[src/rtl/mips_defs_pkg.sv]
// Constants shared by the data memory, decoder and writeback stage of the MIPS core.
package mips_defs;

  localparam logic [31:0] RESET_PC_DEFAULT = 32'h0000_3000;

  localparam logic [3:0] MEM_LW  = 4'b0000;
  localparam logic [3:0] MEM_SW  = 4'b0001;
  localparam logic [3:0] MEM_LH  = 4'b0010;
  localparam logic [3:0] MEM_LB  = 4'b0011;
  localparam logic [3:0] MEM_LHU = 4'b0100;
  localparam logic [3:0] MEM_LBU = 4'b0101;
  localparam logic [3:0] MEM_SH  = 4'b0110;
  localparam logic [3:0] MEM_SB  = 4'b0111;
  localparam logic [3:0] MEM_NO  = 4'b1000;

  localparam logic [1:0] WB_ALU  = 2'b00;
  localparam logic [1:0] WB_LOAD = 2'b01;
  localparam logic [1:0] WB_LINK = 2'b10;
  localparam logic [1:0] WB_RSVD = 2'b11;

  localparam logic [1:0] EXC_NONE  = 2'b00;
  localparam logic [1:0] EXC_LOAD  = 2'b10;
  localparam logic [1:0] EXC_STORE = 2'b11;

  typedef struct packed {
    logic        valid;
    logic [31:0] pc;
    logic        reg_write;
    logic [4:0]  dst;
    logic [31:0] data;
    logic [1:0]  exc;
  } wb_bundle_t;

endpackage

[src/rtl/mem_wb_stage_load_extender.sv]
// Combinational sub-word load extraction (little-endian) and halfword alignment check.
module load_extender
  import mips_defs::*;
(
  input  logic [31:0] mem_rdata,
  input  logic [1:0]  addr_lo,
  input  logic [3:0]  code,
  output logic [31:0] ext_data,
  output logic        misaligned_half
);

  logic [7:0]  byte_sel;
  logic [15:0] half_sel;

  always_comb begin
    byte_sel = mem_rdata[8*addr_lo +: 8];
    half_sel = addr_lo[1] ? mem_rdata[31:16] : mem_rdata[15:0];
    case (code)
      MEM_LB:  ext_data = {{24{byte_sel[7]}}, byte_sel};
      MEM_LBU: ext_data = {24'h0, byte_sel};
      MEM_LH:  ext_data = {{16{half_sel[15]}}, half_sel};
      MEM_LHU: ext_data = {16'h0, half_sel};
      default: ext_data = mem_rdata;
    endcase
    misaligned_half = ((code == MEM_LH) || (code == MEM_LHU)) && addr_lo[0];
  end

endmodule

[src/rtl/mem_wb_stage.sv]
// MEM/WB pipeline register: load extension, exception merge, writeback mux, one-cycle latency.
module mem_wb_stage
  import mips_defs::*;
#(
  parameter logic [31:0] RESET_PC = RESET_PC_DEFAULT
) (
  input  logic        clk,
  input  logic        reset,
  input  logic        stall,
  input  logic        flush,
  input  logic        valid_in,
  input  logic [31:0] pc_in,
  input  logic [3:0]  code,
  input  logic [31:0] addr,
  input  logic [31:0] mem_rdata,
  input  logic [31:0] alu_result,
  input  logic [1:0]  wb_sel,
  input  logic        reg_write_in,
  input  logic [4:0]  dst_in,
  input  logic [1:0]  addr_exc_in,
  output logic        valid_out,
  output logic [31:0] pc_out,
  output logic        reg_write_out,
  output logic [4:0]  dst_out,
  output logic [31:0] wb_data,
  output logic [1:0]  exc_out
);

  localparam wb_bundle_t BUBBLE = '{valid: 1'b0, pc: RESET_PC, reg_write: 1'b0,
                                    dst: 5'd0, data: 32'd0, exc: EXC_NONE};

  logic [31:0] ext_data;
  logic        misaligned_half;
  logic [1:0]  exc_cap;
  wb_bundle_t  wb_nxt, wb_q;

  // Only the byte offset matters here; the word index went to the data memory.
  logic unused_addr_hi;
  assign unused_addr_hi = ^addr[31:2];

  load_extender u_ext (
    .mem_rdata       (mem_rdata),
    .addr_lo         (addr[1:0]),
    .code            (code),
    .ext_data        (ext_data),
    .misaligned_half (misaligned_half)
  );

  always_comb begin
    exc_cap = EXC_NONE;
    if (valid_in) begin
      if (addr_exc_in != EXC_NONE)  exc_cap = addr_exc_in;
      else if (misaligned_half)     exc_cap = EXC_LOAD;
    end

    wb_nxt.valid     = valid_in;
    wb_nxt.pc        = pc_in;
    wb_nxt.dst       = dst_in;
    wb_nxt.exc       = exc_cap;
    wb_nxt.reg_write = reg_write_in && valid_in && (exc_cap == EXC_NONE) && (dst_in != 5'd0);
    case (wb_sel)
      WB_LOAD: wb_nxt.data = ext_data;
      WB_LINK: wb_nxt.data = pc_in + 32'd8;
      default: wb_nxt.data = alu_result;
    endcase
  end

  always_ff @(posedge clk) begin
    if (reset || flush) wb_q <= BUBBLE;
    else if (!stall)    wb_q <= wb_nxt;
  end

  assign valid_out     = wb_q.valid;
  assign pc_out        = wb_q.pc;
  assign reg_write_out = wb_q.reg_write;
  assign dst_out       = wb_q.dst;
  assign wb_data       = wb_q.data;
  assign exc_out       = wb_q.exc;

endmodule

[config.mk]
export PLATFORM = sky130hd
export DESIGN_NAME = mem_wb_stage
export DESIGN_NICKNAME = d
export VERILOG_FILES = /design/src/rtl/mips_defs_pkg.sv /design/src/rtl/mem_wb_stage_load_extender.sv /design/src/rtl/mem_wb_stage.sv
export SDC_FILE = /design/constraint.sdc
export NUM_CORES = 1
export LEC_CHECK = 0
export CORE_ASPECT_RATIO = 0.7
export CORE_MARGIN = 3
export CORE_UTILIZATION = 44
export CTS_CLUSTER_DIAMETER = 100
export CTS_CLUSTER_SIZE = 10
export DETAILED_ROUTE_END_ITERATION = 10
export GPL_TIMING_DRIVEN = 0
export PLACE_DENSITY = 0.95
export RECOVER_POWER = 25
export SYNTH_ARGS = -nofsm -noshare
export SYNTH_HDL_FRONTEND = slang
export SYNTH_SLANG_ARGS = --single-unit
[constraint.sdc]
create_clock -name clk -period 6.6 [get_ports clk]
set_clock_uncertainty 0.2 [all_clocks]
set_input_delay 1.32 -clock clk [delete_from_list [all_inputs] [get_ports clk]]
set_output_delay 1.32 -clock clk [all_outputs]
set_load 0.01 [all_outputs]
# After elaboration in Yosys (flattened, before gate mapping)
# Cells that the tools add are included.
[word_totals]
reg_bits = 73
inputBits = 147
output_inout_bits = 73
word_cells = 29
[classes]
addsub = 1
reduce_logical = 9
eq_ne = 6
muxes = 6
shifts = 1
[op_table]
columns = ["op", "count"]
rows = [
  ["case mux 32 bit (4 select lines)", 1],
  ["case mux 32 bit (2 select lines)", 1],
  ["adder 32 x 4 -> 32 bit, second input constant", 1],
  ["indexed part select 32 x 6 -> 8 bit", 1],
  ["2-to-1 mux 16 bit", 1],
  ["== test 4 x 2 -> 1 bit, second input constant", 2],
  ["== test 4 x 3 -> 1 bit, second input constant", 2],
  ["2-to-1 mux 2 bit", 3],
  ["nonzero test 5 bit", 1],
  ["logical AND 1 bit", 4],
  ["== test 2 x 1 -> 1 bit, second input constant", 1],
  ["== test 2 bit, second input constant", 1],
  ["logical NOT 2 bit", 1],
  ["logical OR 1 bit", 2],
  ["nonzero test 2 bit", 1],
]

# Logic depth before layout (Yosys ltp)
[depth]
ltp_word = 9
depth_mapped = 9
depth_no_buf = 7

# Hierarchy
# Synthesis repeated with hierarchy kept, for this count alone.
[unflattened]
cells_unflattened = 545
area_unflattened_um2 = 4633.2
[by_module_without_submodules]
columns = ["mod", "cells_each", "n_inst", "seq_area_each_um2", "area_each_um2"]
rows = [
  ["mem_wb_stage", 441, 1, 1461.4, 3742.3],
  ["load_extender", 104, 1, 0.0, 890.9],
]

# Worst setup path after synthesis
# No wires, ideal clock.
[synth_path]
path_kind = "in2reg"
start = "input pc_in[3]"
end = "register wb_q (netlist bit wb_data[31])"
slack_ns = 3.542
required_ns = 6.330
setup_time_ns = 0.070
path_stages = 7
arrival_ns = 2.788
path_buffers = 1
path_cell_list = "ha_1 > nand2_1 > or4_1 > buf_4 > nor4_2 > mux2_1 > a21oi_1"
[synth_between]
elab_chain_len = 2
[synth_rtl]
columns = ["item", "line_no", "source"]
rows = [
  ["start, declared", "mem_wb_stage.sv:12", "input logic [31:0] pc_in,"],
  ["adder 32 x 4 -> 32 bit", "mem_wb_stage.sv:63", "WB_LINK: wb_nxt.data = pc_in + 32'd8;"],
  ["case mux 32 bit (2 select lines)", "mem_wb_stage.sv:61", "case (wb_sel)"],
  ["end signal, assigned", "mem_wb_stage.sv:70", "else if (!stall) wb_q <= wb_nxt;"],
  ["end, declared", "mem_wb_stage.sv:35", "wb_bundle_t wb_nxt, wb_q;"],
]
# Every way passes these cells.
# A chain may end at the register's enable or synchronous reset.

# Final worst setup path
[layout_path]
start = "input wb_sel[0]"
end = "register wb_q (netlist bit wb_data[9])"
[layout_between]
elab_chain_len = 2
word_cells_on_any_way = 3
cone_classes = "2 x eq/ne; 1 x mux"
[layout_rtl]
columns = ["item", "line_no", "source"]
rows = [
  ["start, declared", "mem_wb_stage.sv:17", "input logic [1:0] wb_sel,"],
  ["== test 2 bit or == test 2 x 1 -> 1 bit (tied branches)", "mem_wb_stage.sv:61", ""],
  ["case mux 32 bit (2 select lines) (*)", "mem_wb_stage.sv:61", ""],
]
# Mark *: on every way between the ends. The rest lies on a longest branch, timed or not.

==> impl_metrics.env <==
export IMPL_status="complete, no violations"
export IMPL_post_cts_resized=0
export IMPL_dieArea_um2=11400
export IMPL_peakVddDrop_uv=132
export IMPL_antenna_found_initial=0
export IMPL_dp_hpwl_um=14700
export IMPL_cp_required_ps=6580
export IMPL_clk_pin_slew_ps=60
export IMPL_timing_fmax_ghz=0.265
export IMPL_path_class="in2reg"
export IMPL_setup_viol=0
export IMPL_worst_slack_ps=2830
export IMPL_drive_above_1_share_pct=5.44
export IMPL_hp_class="reg2reg"
export IMPL_routed_wl_um=18400
export IMPL_fin_cells=882
export IMPL_p_leak_nw=2.56
export IMPL_die_width_um=126
export IMPL_drtIter0Drc=423
export IMPL_synth_area_um2=4440
export IMPL_rows=30
export IMPL_cts_setup_buffers=0
export IMPL_synth_seq_cells=73
export IMPL_ctsLongestPathBuffers=2
export IMPL_fin_total_pwr_mw=1.25
export IMPL_synth_fp_nets=701
export IMPL_synth_edf_count=0
export IMPL_p_per_area_nw_per_um2=186
export IMPL_fin_hold_ws_ps=251
export IMPL_holdBufCountCts=0
export IMPL_place_congestion=0.978
export IMPL_syn2layout_area_growth_pct=52.3
export IMPL_cts_root_buf="clkbuf_16"
export IMPL_num_fill_cells=771
export IMPL_clock_sinks=73
export IMPL_drt_first_pass_iters=5
export IMPL_place_inst=866
export IMPL_syn_inst=551
export IMPL_dpl_worst_slack_ps=2560
export IMPL_fin_crit_ps=3770
export IMPL_nets=899
export IMPL_overflow=0
export IMPL_first_global_vias=5182
export IMPL_relSlewSlack_pct=37.7
export IMPL_htree_levels=3
export IMPL_r2r_slack_ps=5510
export IMPL_ys_seq_area_share_pct=32.9
export IMPL_numCtsBuffers=9
export IMPL_rsz0062_at_grt="no"
export IMPL_ys_warn_count=0
export IMPL_vias_per_cell=6.08
export IMPL_async_flop_share_pct=0
export IMPL_start_kind="primary input"
export IMPL_clkLatencyLatePin_ps=340
export IMPL_die_h_um=90.1
export IMPL_cts_tree="yes"
export IMPL_maxCapViolations=0
export IMPL_endpoint_kind="flop"
export IMPL_synthFlopType="dfxtp_1"
export IMPL_grt_max_degree=13
export IMPL_final_hold_viol_count=0
export IMPL_wl_per_cell_um=20.9
export IMPL_grt_pass1_wl_um=28300
export IMPL_final_cell_mix="clkdlybuf4s50_1, nor2_1, dfxtp_1"
export IMPL_slew_viol_final=0
export IMPL_drtAntennaViolNets=0
export IMPL_io_buffers=187
export IMPL_syn_avg_cell_area_um2=8.06
export IMPL_fin_crit_sh_pct=57.1
export IMPL_synth_distinct_cells=57
export IMPL_n_antenna_cell=0
export IMPL_grt_usage_pct=31.4
export IMPL_vias=5364
export IMPL_final_common_cell="clkdlybuf4s50_1"
export IMPL_start_util_pct=45.5
export IMPL_core_um2=9760
export IMPL_io_pins=220
export IMPL_route_detailed_drc=0
export IMPL_setup_tns_final_ps=0
export IMPL_critPathArrivalTime_ps=3750
export IMPL_tightest_slew_ps=928
export IMPL_crit_fanout=10
layer usage:
layer | up-vias | track usage (%) | part of all wire, %
li1 | 2426 | - | -
met1 | 2570 | 42.7 | 42
met2 | 334 | 48.5 | 45
met3 | 34 | 9.50 | 11
met4 | 0 | 8.66 | 2.1
met5 | - | 0 | 0
cell families after synthesis:
group           after synthesis  share of synthesized area, %
mux                          49                          11.2
fa+ha+maj                     3                         0.845
compound gates              152                          23.9
simple gates                200                          22.4
flops                        73                          32.9
buf+inv                      55                          5.07
xor+xnor                     19                          3.75
critical path, stage by stage:
cell,delay (ps)
clkdlybuf4s50_1,510
inv_1,50
ha_1,330
inv_1,110
clkbuf_1,420
clkbuf_1,400
nand2_1,180
a21oi_1,300
a211oi_1,120
final timing paths:
check | startpoint | end | cells after the start
hold / removal | wb_data[7] | wb_data[7] | 2
setup / recovery | wb_sel[0] | wb_data[9] | 9
setup reg to reg | wb_data[23] | wb_data[23] | 2
hold reg to reg | wb_data[7] | wb_data[7] | 2
report_power, final:
| group | internal [mW] | switching [mW] | total (mW) |
|---|---|---|---|
| clock network | 0.292 | 0.193 | 0.485 |
| registers | 0.458 | 0.0105 | 0.469 |
| logic | 0.143 | 0.157 | 0.301 |
| total | 0.894 | 0.361 | 1.25 |
stage by stage:
step                utilization [%]  cell area, um^2
floorplan                         -             4440
global placement               66.3             6470
detailed placement             66.3             6470
CTS                            69.3             6760
global route                   69.3             6760
finish                         69.3             6760
layout make-up:
class | count | area (um^2) | share of cell area, %
Sequential cell | 73 | 1460 | 21.6
Clock inverter | 5 | 56.3 | 0.833
Tap cell | 128 | 160 | 2.37
Buffer | 41 | 173 | 2.55
Timing Repair Buffer | 187 | 1870 | 27.7
Inverter | 14 | 52.6 | 0.777
Clock buffer | 11 | 233 | 3.44
Multi-Input combinational cell | 423 | 2750 | 40.7
flip-flops by register name, indices dropped and copies added, names as in the netlist:
name / cells
pc_out: 32
wb_data: 32
dst_out: 5
exc_out: 2
reg_write_out: 1
valid_out: 1
cells in the mapped netlist (2+ instances only):
cell	n	area (um^2)
a211o_1	2	17.5
a21bo_2	2	20.0
a21oi_1	29	145
a221oi_1	6	52.6
a22oi_1	11	82.6
a31oi_1	12	75.1
a32oi_1	3	26.3
and3_1	4	25.0
and4_1	3	26.3
buf_1	5	18.8
buf_2	6	30.0
clkbuf_1	28	105
dfxtp_1	73	1460
ha_1	3	37.5
inv_1	14	52.6
mux2_2	3	33.8
mux2i_1	45	450
nand2_1	46	173
nand2b_1	10	62.6
nand3_1	13	65.1
nand4_1	2	12.5
nor2_1	73	274
nor2b_1	2	12.5
nor3_1	19	95.1
nor3_2	5	50.1
nor4_1	8	50.1
o211ai_1	6	45.0
o21a_1	11	82.6
o21ai_0	18	90.1
o21ai_1	11	55.1
o221ai_1	20	175
o221ai_2	3	45.0
o22a_1	2	17.5
o22ai_1	2	12.5
o31a_1	3	26.3
o41ai_1	6	52.6
or3_1	4	25.0
or4_1	2	15.0
xnor2_1	15	131
xor2_1	4	35.0
No activity file was read; power rests on OpenSTA's default activity.
